### src/rtl/pipe_hazard_ctrl.sv
// Hazard control for an in-order pipeline: scoreboard of in-flight writers, forwarding select,
// load-use stall and branch/jump flush. HAZARD_PERF_CNT_EN adds saturating stall/flush counters.

module phc_entry_match #(
  parameter int RA_W = 5
) (
  input  logic            i_v,
  input  logic            i_wr,
  input  logic [RA_W-1:0] i_dst,
  input  logic [RA_W-1:0] i_rs,
  input  logic [RA_W-1:0] i_rt,
  input  logic            i_use_rs,
  input  logic            i_use_rt,
  output logic            o_hit_a,
  output logic            o_hit_b
);
  // A write to r0 is architecturally dead, so it never produces a hit.
  logic w_live;
  assign w_live  = i_v & i_wr & (i_dst != '0);
  assign o_hit_a = w_live & i_use_rs & (i_dst == i_rs);
  assign o_hit_b = w_live & i_use_rt & (i_dst == i_rt);
endmodule

module pipe_hazard_ctrl #(
  parameter int RA_W     = 5,
  parameter int DEPTH    = 3,
  parameter int LOAD_LAT = 1,
  parameter int FW       = $clog2(DEPTH+1)
) (
  input  logic            clk,
  input  logic            reset_n,
  input  logic            id_valid,
  input  logic [RA_W-1:0] id_rs,
  input  logic [RA_W-1:0] id_rt,
  input  logic            id_use_rs,
  input  logic            id_use_rt,
  input  logic            id_wr_en,
  input  logic [RA_W-1:0] id_wr_dst,
  input  logic            id_is_load,
  input  logic            id_jump,
  input  logic            ex_branch_taken,
  output logic            pc_write,
  output logic            if_write,
  output logic            flush_if_id,
  output logic            bubble,
  output logic [1:0]      pc_sel,
  output logic [FW-1:0]   fwd_a_sel,
  output logic [FW-1:0]   fwd_b_sel,
  output logic [15:0]     stall_cnt,
  output logic [15:0]     flush_cnt
);

  // Entry 0 is the youngest in-flight instruction (EX), DEPTH-1 the oldest.
  logic [DEPTH-1:0]           r_v, r_wr, r_ld;
  logic [DEPTH-1:0][RA_W-1:0] r_dst;
  logic [DEPTH-1:0]           w_hit_a, w_hit_b;
  logic                       w_ld_hit, w_stall, w_issue;
  logic [FW-1:0]              w_fwd_a, w_fwd_b;

  genvar g;
  generate
    for (g = 0; g < DEPTH; g++) begin : g_ent
      phc_entry_match #(.RA_W(RA_W)) u_match (
        .i_v      (r_v[g]),
        .i_wr     (r_wr[g]),
        .i_dst    (r_dst[g]),
        .i_rs     (id_rs),
        .i_rt     (id_rt),
        .i_use_rs (id_use_rs),
        .i_use_rt (id_use_rt),
        .o_hit_a  (w_hit_a[g]),
        .o_hit_b  (w_hit_b[g])
      );
    end
  endgenerate

  always_comb begin
    w_ld_hit = 1'b0;
    for (int k = 0; k < LOAD_LAT; k++)
      w_ld_hit = w_ld_hit | (r_ld[k] & (w_hit_a[k] | w_hit_b[k]));
  end

  // Scan oldest to youngest so the youngest match is the last one written.
  always_comb begin
    w_fwd_a = '0;
    w_fwd_b = '0;
    for (int k = DEPTH-1; k >= 0; k--) begin
      if (w_hit_a[k]) w_fwd_a = FW'(k+1);
      if (w_hit_b[k]) w_fwd_b = FW'(k+1);
    end
  end

  assign w_stall   = id_valid & w_ld_hit;
  // A jump still issues; only a taken branch or a stall keeps decode out of the scoreboard.
  assign w_issue   = id_valid & ~w_stall & ~ex_branch_taken;
  assign fwd_a_sel = w_fwd_a;
  assign fwd_b_sel = w_fwd_b;

  always_comb begin
    pc_write    = 1'b1;
    if_write    = 1'b1;
    flush_if_id = 1'b0;
    bubble      = 1'b0;
    pc_sel      = 2'b00;
    if (ex_branch_taken) begin
      pc_sel      = 2'b10;
      flush_if_id = 1'b1;
      bubble      = 1'b1;
    end else if (w_stall) begin
      pc_write = 1'b0;
      if_write = 1'b0;
      bubble   = 1'b1;
    end else if (id_valid && id_jump) begin
      pc_sel      = 2'b01;
      flush_if_id = 1'b1;
    end
  end

  always_ff @(posedge clk or negedge reset_n) begin
    if (!reset_n) begin
      r_v   <= '0;
      r_wr  <= '0;
      r_ld  <= '0;
      r_dst <= '0;
    end else begin
      r_v   <= {r_v[DEPTH-2:0],   w_issue};
      r_wr  <= {r_wr[DEPTH-2:0],  w_issue & id_wr_en};
      r_ld  <= {r_ld[DEPTH-2:0],  w_issue & id_is_load};
      r_dst <= {r_dst[DEPTH-2:0], (w_issue ? id_wr_dst : {RA_W{1'b0}})};
    end
  end

`ifdef HAZARD_PERF_CNT_EN
  logic [15:0] r_stall_cnt, r_flush_cnt;

  // A stall overridden by a taken branch is not a stall cycle.
  always_ff @(posedge clk or negedge reset_n) begin
    if (!reset_n) begin
      r_stall_cnt <= '0;
      r_flush_cnt <= '0;
    end else begin
      if (w_stall && !ex_branch_taken && r_stall_cnt != 16'hFFFF)
        r_stall_cnt <= r_stall_cnt + 16'd1;
      if (flush_if_id && r_flush_cnt != 16'hFFFF)
        r_flush_cnt <= r_flush_cnt + 16'd1;
    end
  end

  assign stall_cnt = r_stall_cnt;
  assign flush_cnt = r_flush_cnt;
`else
  assign stall_cnt = 16'h0000;
  assign flush_cnt = 16'h0000;
`endif

endmodule

### config.mk
export PLATFORM = sky130hd
export DESIGN_NAME = pipe_hazard_ctrl
export DESIGN_NICKNAME = d
export VERILOG_FILES = /design/src/rtl/pipe_hazard_ctrl.sv
export SDC_FILE = /design/constraint.sdc
export NUM_CORES = 1
export LEC_CHECK = 0
export CORE_MARGIN = 8
export CORE_UTILIZATION = 38
export CTS_BUF_LIST = sky130_fd_sc_hd__clkbuf_2 sky130_fd_sc_hd__clkbuf_4 sky130_fd_sc_hd__clkbuf_8
export DETAILED_ROUTE_END_ITERATION = 8
export GPL_ROUTABILITY_DRIVEN = 0
export HOLD_SLACK_MARGIN = 0.12
export PLACE_DENSITY = 0.79
export REMOVE_ABC_BUFFERS = 1
export SYNTH_ARGS = -nofsm -noshare
export SYNTH_HDL_FRONTEND = slang
export SYNTH_SLANG_ARGS = --single-unit
export TNS_END_PERCENT = 50
### constraint.sdc
create_clock -name clk -period 2.2 [get_ports clk]
set_clock_uncertainty 0.2 [all_clocks]
set_input_delay 0.44 -clock clk [delete_from_list [all_inputs] [get_ports clk]]
set_output_delay 0.44 -clock clk [all_outputs]
set_load 0.03 [all_outputs]
==> summary.md, run 1 <==
| Metric | Value |
|---|---|
| Status | `finished, violations left` |
| Failing checks | `setup timing` |
| Most used cell, CP | `buf_6` |
| Critical Path AT | `2.04 ns` |
| Crit path max-delay family | `buffers and inverters` |
| Post-synthesis sequential area ratio | `40.1%` |
| CTS tree | `done` |
| R2R Path Start | `r_dst[0]` |
| Number of buffers created by CTS | `3` |
| Clk_lat worst skew | `roughly 0.30 ns` |
| Initial Utilization | `around two fifths` |
| Nets | `about 230` |
| CP startpoint | `r_dst[0]` |
| PnR Total Power | `between 0.8 and 0.9 mW` |
| Type of origin of the critical path | `flop` |
| Max FO, Critical Path | `5` |
| IO Pins | `66` |
| Sw Pwr | `0.269 mW` |
| YS warnings | `0` |
| Multi-input logic area | `between 700 and 800 um^2` |
| DR iter-0 viols | `43` |
| M3 GR Usage | `between 3 and 4%` |
| Total leakage power | `0.957 nW` |
| Tot GR Track Use | `between 10 and 15%` |
| Max incr delay on CP | `0.42 ns` |
| CP Class | `flop to output port` |
| Post-DP HPWL | `2690 um` |
| Root buf cell | `clkbuf_4` |
| Slew Limit Fails | `0` |
| Clock sink count | `22` |
| Min-delay worst type | `flop to flop` |
| Global-route wire length before repair | `5350 um` |
| Final setup margin | `-0.478 ns` |
| Crit. End Element | `output port` |
| Vias in the first global route | `~1300` |
| Buffers and inverters on the worst path | `3` |
| Die X | `roughly 76 um` |
| Share of the synthesized area in the top cell type | `about two fifths` |
| Max Cap Violations | `0` |
| Pwr Density | `around 440 mW/mm^2` |
| Comb power frac | `~30%` |
| Layout cell share with drive strength beyond 1 | `around 28%` |
| Clock power frac | `19.7%` |
| VDD IR max | `0.200 mV` |
| Largest net degree at the start of global routing | `23` |
| Worst hold start | `r_v[1]` |
| Grt peak-use layer | `met2` |
| Global Route met1 Usage | `between 10% and 20%` |
| Most frequent cells in the layout | `34 x buf_4, 32 x conb_1, 22 x xnor2_1, 22 x dfrtp_1, 15 x clkdlybuf4s50_1` |
| Top cell type by total area after synthesis | `dfrtp_1` |
| Distinct cells, synth | `23` |
| Routed via count | `around 1100` |
| Most common cell after layout, fill and taps aside | `buf_4` |
| Seq pwr share | `roughly half` |
| Worst-path cell chain | `buf_6 -> xor2_1 -> nor4_1 -> nand3_1 -> a211oi_2 -> buf_4 -> a21o_4 -> buf_6` |
| Number of routed nets with antenna violations | `0` |
| Row count | `22` |
| Dpl ws | `-0.969 ns` |
| Top post-synthesis cells by area | `dfrtp_1 40%, buf_4 19%, xnor2_1 14%` |
| Synthesized cell area | `0.00137 mm^2` |
| Grt ovf | `0` |
| RSZ-0062 raised after global routing | `true` |
| Clk slew on worst S/H paths | `around 0.1 ns` |
| WL final | `roughly 3300 um` |
| Area growth syn-to-layout | `41.7%` |
| ANT cells | `0` |
| Final hold viol count | `0` |
| Total iterations of the first detailed-routing run | `4` |
| Post-Syn Instances | `~140` |
| Slowest CP cell | `dfrtp_1` |
| Tcrit/Tclk final | `122%` |
| Switch share | `between 30% and 40%` |
| Period minus WS final | `about 2.7 ns` |
| Hold slack | `between 0.15 and 0.2 ns` |
| Final setup violation count | `10` |
| Max Clock Freq | `around 0.37 GHz` |
| Clk buf depth | `2` |
| PortBufs | `33` |
| Die area | `0.00579 mm^2` |
| Pint | `0.593 mW` |
| Fill cells | `346` |
| Crit path required time | `about 1.6 ns` |
| Die Y | `between 70 and 80 um` |
| FF+latch area | `~550 um^2` |
| # H-tree levels | `1` |
| Synthesized flop and latch total | `22` |
| Core area | `between 0.003 and 0.004 mm^2` |
| GRT met2 Usage | `about a fifth` |
| Mean number of vias per cell | `roughly 4.3` |
| Avg Synthesized Cell Area | `a little under 10 um^2` |
| Drt drc | `0` |
| Initial antenna violation count | `0` |
| Wire per inst | `12.9 um` |
[synth_stat cells]
| cell | count |
|---|---|
| buf_6 | 1 |
| a41o_1 | 2 |
| xor2_1 | 8 |
| nor4_1 | 2 |
| a21o_2 | 1 |
| o21bai_1 | 1 |
| or4_1 | 3 |
| nor2_1 | 14 |
| buf_4 | 34 |
| xnor2_1 | 22 |
| conb_1 | 1 |
| buf_1 | 1 |
| nand3_1 | 6 |
| nand4_1 | 4 |
| a21oi_1 | 2 |
| nand2_1 | 10 |
| nor2b_1 | 1 |
| inv_1 | 1 |
| o211ai_2 | 1 |
| o211ai_1 | 2 |
| dfrtp_1 | 22 |
| and2b_2 | 1 |
| a211oi_2 | 1 |
[cell families after synthesis]
family	share of synthesized area (%)
buffers and inverters	20.0
AND/OR/NAND/NOR	14.2
XOR/XNOR	19.1
AO/OA/AOI/OAI	6.29
other	0.273
flip-flops	40.1
[layer usage]
| metal | wire, um | vias up | part of all wire, % |
|---|---|---|---|
| li1 | - | 532 | - |
| met1 | 1420 | 502 | 43 |
| met2 | 1510 | 61 | 46 |
| met3 | 249 | 9 | 7.6 |
| met4 | 112 | 0 | 3.4 |
| met5 | 0 | - | 0 |
[area by class of cell]
class                           instances  area share (%)
Sequential cell                        22            28.3
Tap cell                               48            3.09
Multi-Input combinational cell        113            36.0
Clock buffer                            3            1.16
Inverter                                1           0.193
Timing Repair Buffer                   68            31.2
[power by group through the flow]
stage / Combinational (mW) / Clock (mW) / Sequential (mW)
floorplan: 0.134 / 0 / 0.441
global placement: 0.251 / 0 / 0.438
detailed placement: 0.253 / 0 / 0.439
CTS: 0.257 / 0.179 / 0.432
global route: 0.279 / 0.199 / 0.433
finish: 0.261 / 0.169 / 0.432
[repair_timing]
item | in CTS | in global routing
pin swaps | 18 | 8
hold buffers | 0 | 0
gates resized for setup | 40 | 11
endpoints found under the setup margin | 10 | 17
setup buffers | 2 | 2
[state kept, by name, summed over array words and instances, names as in the netlist]
name	flops
r_dst	15
r_v	3
r_wr	3
r_ld	1
[worst reg2reg max path: stages, from the launching register on]
cell and delay (ns):
dfrtp_1 0.42, buf_6 0.13, xor2_1 0.15, nor4_1 0.24, nand3_1 0.16, a211oi_2 0.23, buf_4 0.17, buf_4 0.11
buf_6 0.11, and2b_2 0.21
[worst paths after layout]
check | to | slack [ns] | depth (start not counted)
setup / recovery | bubble | -0.48 | 8
hold / removal | r_v[2] | 0.18 | 0
setup reg to reg | r_v[0] | -0.04 | 9
hold reg to reg | r_v[2] | 0.18 | 0
max in group asynchronous | r_dst[4] | 1.32 | 2
min in group asynchronous | r_dst[7] | 0.27 | 2
[per-stage QoR]
stage,instance area [um^2],cells,utilization [%],setup TNS [ns]
after floorplan,1220,136,-,-1.84
after global placement,1830,248,51.0,-7.68
after detailed placement,1830,248,51.0,-7.60
after CTS,1890,253,52.9,-4.21
after global routing,1940,255,54.3,-5.75
final,1940,255,54.3,-4.06
Note: power is estimated with default switching activity, not from simulation.
==> inputs of run 2 (changes only) <==
CORE_MARGIN = 2   (was 8)
GPL_TIMING_DRIVEN = 0   (was unset)
==> run 2 against run 1 <==
  * The flow still finishes with violations (setup timing)
  * Combinational power shrank 12%
  * Maximum frequency shrank 6.0%
  * Die area is 29% lower
  * Hold slack improved by 0.018 ns
  * Worst setup slack got worse by 0.17 ns
  * Register-to-register slack lost 0.06 ns
  * Core utilization decreased by 2.4 points
  * Count of clock-buffer cells in the layout did not move
  * Total power fell by 2.9%
  * Global-route usage increased by 2.8 points
  * Cell count fell by 9.0%
  * Non-clock buffer count fell by 21
  * Critical endpoint is now flush_if_id
  * Largest cell class unchanged
  * Largest power group unchanged
==> summary.md, run 2 (synthesis gave the netlist of run 1 again) <==
| Metric | Value |
|---|---|
| Final hold viol count | `0 (unchanged)` |
| Critical Path AT | `2.21 ns (+0.17 ns)` |
| Die Y | `64.1 um (-16%)` |
| Hold path depth | `0 (unchanged)` |
| Failing checks | `setup timing` |
| Number of buffers created by CTS | `3 (unchanged)` |
| Largest net degree at the start of global routing | `23 (unchanged)` |
| DR iter-0 viols | `17 (-60%)` |
| Post-route insts no fill | `232 (-9.0%)` |
| Vias in the first global route | `990 (-22%)` |
| PnR Total Power | `0.837 mW (-2.9%)` |
| Max FO, Critical Path | `5 (unchanged)` |
| Min-delay worst type | `flop to flop` |
| Tot GR Track Use | `14.1% (+2.8 points)` |
| # H-tree levels | `1 (unchanged)` |
| Mean number of vias per cell | `4.49 (+3.7%)` |
| Worst hold start | `r_v[1]` |
| Slew HR | `36.5%` |
| Area growth syn-to-layout | `29.4%` |
| # hold bufs at CTS | `0 (unchanged)` |
| R2R cell count | `7 (-2)` |
| Fill cells | `345 (-0.29%)` |
| Clk_lat worst skew | `0.30 ns (about the same)` |
| M3 GR Usage | `2.99% (-0.43 points)` |
| CTS tree | `done` |
| Flop-to-flop setup slack | `-0.10 ns (-0.06 ns)` |
| Global-route wire length before repair | `4490 um (-16%)` |
| Grt peak-use layer | `met2` |
| Slowest CP cell | `dfrtp_1` |
| Initial Utilization | `40.2% (+1.8 points)` |
| Number of routed nets with antenna violations | `0 (unchanged)` |
| Row count | `21 (-4.5%)` |
| Status | `finished, violations left` |
| Die area | `0.00411 mm^2 (-29%)` |
| Top flop regs | `r_dst x15, r_v x3, r_wr x3` |
| Final setup violation count | `10 (unchanged)` |
| Initial antenna violation count | `0 (unchanged)` |
| Type of origin of the critical path | `flop` |
| ANT cells | `0 (unchanged)` |
| Dpl cells | `215 (-13%)` |
| Total iterations of the first detailed-routing run | `4 (unchanged)` |
| Final TNS setup | `-4.97 ns (-0.910 ns)` |
| RSZ-0062 raised after global routing | `true` |
| Max incr delay on CP | `0.45 ns (+0.03 ns)` |
| Hold EP | `r_v[2]` |
| Worst-path cell chain | `xor2_1 -> nor4_1 -> nand3_1 -> a211oi_4 -> buf_6 -> o21bai_1 -> buf_4` |
| Multi-input logic area | `709 um^2 (+1.2%)` |
| CP Class | `flop to output port` |
| Most common cell after layout, fill and taps aside | `conb_1` |
| VDD IR max | `0.265 mV (+33%)` |
| GRT met2 Usage | `26.6% (+6.6 points)` |
| FF+latch area | `552 um^2 (+0.23%)` |
| WL final | `2830 um (-14%)` |
| Dpl ws | `-1.53 ns (-0.560 ns)` |
| Pwr Density | `472 mW/mm^2 (+6.4%)` |
| R2r endpoint | `r_v[0]` |
| Reg with most FFs | `r_dst` |
| Worst-Margin Slew | `0.949 ns` |
| Clk slew on worst S/H paths | `0.11 ns (about the same)` |
| Max Clock Freq | `0.351 GHz (-6.0%)` |
| Crit path required time | `1.56 ns (about the same)` |
| Max FFs per register | `15 (unchanged)` |
| Wire per inst | `12.2 um (-5.4%)` |
| Root buf cell | `clkbuf_4` |
| Post-DP HPWL | `2070 um (-23%)` |
| Final setup margin | `-0.650 ns (-0.171 ns)` |
| Drt drc | `0 (unchanged)` |
| Routed via count | `1042 (-5.6%)` |
| Slew Limit Fails | `0 (unchanged)` |
| Max Cap Violations | `0 (unchanged)` |
| Tcrit/Tclk final | `130% (+7.8 points)` |
| IO Pins | `66 (unchanged)` |
| R2R Path Start | `r_dst[3]` |
| Total leakage power | `0.842 nW (-12%)` |
| Clk buf depth | `2 (unchanged)` |
| Layout cell share with drive strength beyond 1 | `20.4% (-7.1 points)` |
| Clock sink count | `22 (unchanged)` |
| Grt ovf | `0 (unchanged)` |
| Most frequent cells in the layout | `32 x conb_1, 22 x xnor2_1, 21 x dfrtp_1` |
| Global Route met1 Usage | `15.7% (+4.5 points)` |
| Core area | `0.00342 mm^2 (-4.5%)` |
| Nets | `212 (-9.0%)` |
| Period minus WS final | `2.85 ns (+0.171 ns)` |
| Crit. End Element | `output port` |
| PortBufs | `33 (unchanged)` |
| Die X | `64.1 um (-16%)` |
[run 2: cell type report]
cell class	count	area share, %
sequential	22	31.1
multi-input combinational	113	40.0
clock buffer	3	1.27
tap	46	3.24
timing repair buffer	47	24.2
inverter	1	0.211
[run 2: stage by stage]
step           util (%)  area, um^2  hold slack (ns)
2_1_floorplan         -        1220          -0.0556
3_3_place_gp       47.0        1610            0.170
3_5_place_dp       47.0        1610            0.176
4_1_cts            50.7        1730            0.201
5_1_grt            52.0        1780            0.227
6_report           52.0        1780            0.200
[run 2: repair_timing]
action,in CTS,in global routing
endpoints found under the setup margin,18,12
buffers inserted,11,3
gates resized for setup,78,5
pin swaps,14,5
[run 2: metal layers]
metal | routed length [um] | vias to the layer above
li1 | - | 491
met1 | 1070 | 484
met2 | 1470 | 62
met3 | 252 | 5
met4 | 43 | 0
met5 | 0 | -
[run 2: worst max-delay path: cells and delay by family, from the launching register on]
kind                   cells  cell delay [ns]
AND/OR/NAND/NOR            2             0.55
XOR/XNOR                   1             0.18
flip-flops                 1             0.45
buffers and inverters      2             0.33
AO/OA/AOI/OAI              2             0.40
[run 2: power breakdown]
part           leakage, nW  total, mW  switching [mW]  internal (mW)
combinational        0.535      0.229           0.144         0.0851
clock               0.0138      0.173           0.109         0.0640
sequential           0.293      0.436          0.0154          0.420
total                0.842      0.837           0.268          0.569
[run 2: how the worst max path moves through the flow]
stage                        to     start  slack [ns]  cells past startpoint
floorplan              if_write  id_rs[3]       -0.42                      5
global placement         bubble  id_rs[3]       -1.52                      7
detailed placement       bubble  id_rt[0]       -1.53                      7
CTS                    if_write  r_dst[0]       -0.56                      7
global route        flush_if_id  r_dst[2]       -0.78                      8
finish              flush_if_id  r_dst[3]       -0.65                      7
==> inputs of run 3 (changes only) <==
CELL_PAD_IN_SITES_DETAIL_PLACEMENT = 2   (was unset)
CELL_PAD_IN_SITES_GLOBAL_PLACEMENT = 2   (was unset)
CORE_UTILIZATION = 21   (was 38)
CTS_CLUSTER_DIAMETER = 50   (was unset)
PLACE_DENSITY = unset   (was 0.79)
PLACE_DENSITY_LB_ADDON = 0.1   (was unset)
==> run 3 against run 2 <==
  * The flow still finishes with violations (setup timing)
  * Cell count is 12% higher
  * Wire length is 27% higher
  * Flip-flop and latch count stayed put
  * First-iteration DRC count is 53% lower
  * Via count is 1.6% lower
  * Count of clock-buffer cells in the layout stayed put
  * Maximum frequency is 2.2% higher
  * Worst setup slack better by 0.061 ns
  * Largest cell class unchanged
  * Highest routed layer unchanged
==> summary.md, run 3 (synthesis gave the netlist of run 1 again) <==
| Metric | Value |
|---|---|
| Type of origin of the critical path | `input port` |
| Area growth syn-to-layout | `32.8%` |
| Crit. End Element | `output port` |
| Worst-path cell chain | `dlygate4sd2_1 -> xor2_1 -> nor4_1 -> nand3_1 -> a211oi_4 -> buf_6 -> nand2_2 -> buf_6` |
| Most used cell, CP | `buf_6` |
| Total leakage power | `0.830 nW (-1.4%)` |
| RSZ-0062 raised after global routing | `true` |
| Root buf cell | `clkbuf_8` |
| Global-route wire length before repair | `6070 um (+35%)` |
| Wire per inst | `13.9 um (+14%)` |
| ANT cells | `0 (unchanged)` |
| Largest net degree at the start of global routing | `23 (unchanged)` |
| Grt ovf | `0 (unchanged)` |
| Final setup violation count | `10 (unchanged)` |
| Max Clock Freq | `0.359 GHz (+2.2%)` |
| Failing checks | `setup timing` |
| Routed via count | `1025 (-1.6%)` |
| Drt drc | `0 (unchanged)` |
| Final setup margin | `-0.589 ns (+0.0610 ns)` |
| # hold bufs at CTS | `0 (unchanged)` |
| Design area | `0.00182 mm^2 (+2.7%)` |
| R2R cell count | `7 (unchanged)` |
| Most common cell after layout, fill and taps aside | `conb_1` |
| Final hold viol count | `0 (unchanged)` |
| Fin util | `28.7% (-23 points)` |
| Tot GR Track Use | `10.7% (-3.3 points)` |
| Nets | `208 (-1.9%)` |
| Status | `finished, violations left` |
| Hold slack | `0.194 ns (-0.00568 ns)` |
| Final TNS setup | `-4.63 ns (+0.349 ns)` |
| Core area | `0.00635 mm^2 (+86%)` |
| Top flop regs | `r_dst x15, r_v x3, r_wr x3` |
| VDD IR max | `0.279 mV (+5.0%)` |
| Period minus WS final | `2.79 ns (-0.0610 ns)` |
| Max FFs per register | `15 (unchanged)` |
| Row count | `29 (+38%)` |
| Crit path max-delay family | `buffers and inverters` |
| PortBufs | `33 (unchanged)` |
| Post-DP HPWL | `2850 um (+37%)` |
| Max incr delay on CP | `0.35 ns (-0.10 ns)` |
| IO Pins | `66 (unchanged)` |
| Die X | `84.8 um (+32%)` |
| Clk buf depth | `2 (unchanged)` |
| Initial Utilization | `21.6% (-19 points)` |
| Vias in the first global route | `1166 (+18%)` |
| Clk_lat worst skew | `0.26 ns (-0.04 ns)` |
| Number of routed nets with antenna violations | `0 (unchanged)` |
| Most frequent cells in the layout | `32 x conb_1, 22 x xnor2_1, 18 x dfrtp_1` |
| Clk slew on worst S/H paths | `0.08 ns (-0.03 ns)` |
| CP Class | `input port to output port` |
| Die area | `0.00720 mm^2 (+75%)` |
| Critical Path AT | `2.15 ns (-0.06 ns)` |
| Total iterations of the first detailed-routing run | `2 (-2)` |
| CTS tree | `done` |
| Max Cap Violations | `0 (unchanged)` |
| # H-tree levels | `1 (unchanged)` |
| Slew HR | `31.8% (-4.7 points)` |
| DP Area | `0.00165 mm^2 (+2.4%)` |
| WL final | `3610 um (+27%)` |
| Slew Limit Fails | `0 (unchanged)` |
| Initial antenna violation count | `0 (unchanged)` |
| Hold path depth | `0 (unchanged)` |
| CP Depth | `8 (+1)` |
| Reg with most FFs | `r_dst` |
| Min-delay worst type | `flop to flop` |
| Slowest CP cell | `a211oi_4` |
| Clock sink count | `22 (unchanged)` |
| Crit path required time | `1.56 ns (about the same)` |
| Fill cells | `711 (+110%)` |
| DR iter-0 viols | `8 (-9)` |
| Buffers and inverters on the worst path | `3 (+1)` |
| Die Y | `84.8 um (+32%)` |
| Layout cell share with drive strength beyond 1 | `21.3% (+0.88 points)` |
| Worst-Margin Slew | `1.02 ns (+0.0707 ns)` |
| Pwr Density | `572 mW/mm^2 (+21%)` |
| Number of buffers created by CTS | `3 (unchanged)` |
| Tcrit/Tclk final | `127% (-2.8 points)` |
| Mean number of vias per cell | `3.94 (-12%)` |
| Max FO, Critical Path | `4 (-1)` |
-- run 3: cell count changes in the layout (fill, tap and decap cells not counted), moves of 2 or more --
cell / before / now
clkbuf_4: 3 / 0
dfrtp_2: 1 / 4
dlygate4sd2_1: 7 / 3
clkbuf_2: 0 / 2
clkbuf_8: 0 / 3
buf_4: 16 / 13
dfrtp_1: 21 / 18
nor2_2: 3 / 1
-- run 3: what timing repair did --
| action | 4_1_cts | 5_1_grt |
|---|---|---|
| pin swaps | 16 | 12 |
| gates resized for setup | 80 | 11 |
| endpoints found under the hold margin | 0 | 0 |
| endpoints found under the setup margin | 18 | 15 |
| gates cloned | 0 | 0 |
| setup buffers | 8 | 3 |
-- run 3: area by class of cell --
class,instances,area [um^2],area share (%)
inverters,1,3.75,0.206
well taps,77,96.3,5.28
flip-flops and latches,22,556,30.5
multi-input cells,113,701,38.4
clock buffers,3,41.3,2.26
repair buffers,43,395,21.7
clock inverters,1,30.0,1.65
-- run 3: metal layers --
metal	part of all wire, %	GRT usage [%]	vias up
li1	-	-	477
met1	40	12.6	502
met2	52	19.3	42
met3	6.4	3.11	4
met4	0.83	2.60	0
met5	0	0	-
-- run 3: path summary, 6_finish.rpt --
| path | startpoint | end | slack, ns |
|---|---|---|---|
| setup / recovery | id_rs[0] | pc_write | -0.59 |
| hold / removal | r_wr[1] | r_wr[2] | 0.19 |
| setup reg to reg | r_dst[0] | r_v[0] | -0.08 |
| hold reg to reg | r_wr[1] | r_wr[2] | 0.19 |
| max in group asynchronous | reset_n | r_dst[4] | 0.58 |
| min in group asynchronous | reset_n | r_dst[7] | 0.53 |
-- run 3: worst register-to-register path: stages, from the launching register on --
cell,delay [ns]
dfrtp_2,0.44
xor2_1,0.17
nor4_1,0.30
nand3_1,0.20
a211oi_4,0.35
buf_6,0.16
buf_4,0.13
and2b_2,0.21
-- run 3: where the power goes --
| part | switching [mW] | leakage, nW | internal, mW |
|---|---|---|---|
| logic | 0.146 | 0.506 | 0.0823 |
| clock network | 0.134 | 0.0357 | 0.243 |
| registers | 0.0163 | 0.288 | 0.421 |
-- run 3: metrics by stage --
stage	cells	total power, mW	worst slack [ns]
after global routing	260	1.09	-0.682
final	260	1.04	-0.589
after CTS	258	1.06	-0.560
after global placement	246	0.661	-1.62
after floorplan	136	0.574	-0.416
after detailed placement	246	0.665	-1.65
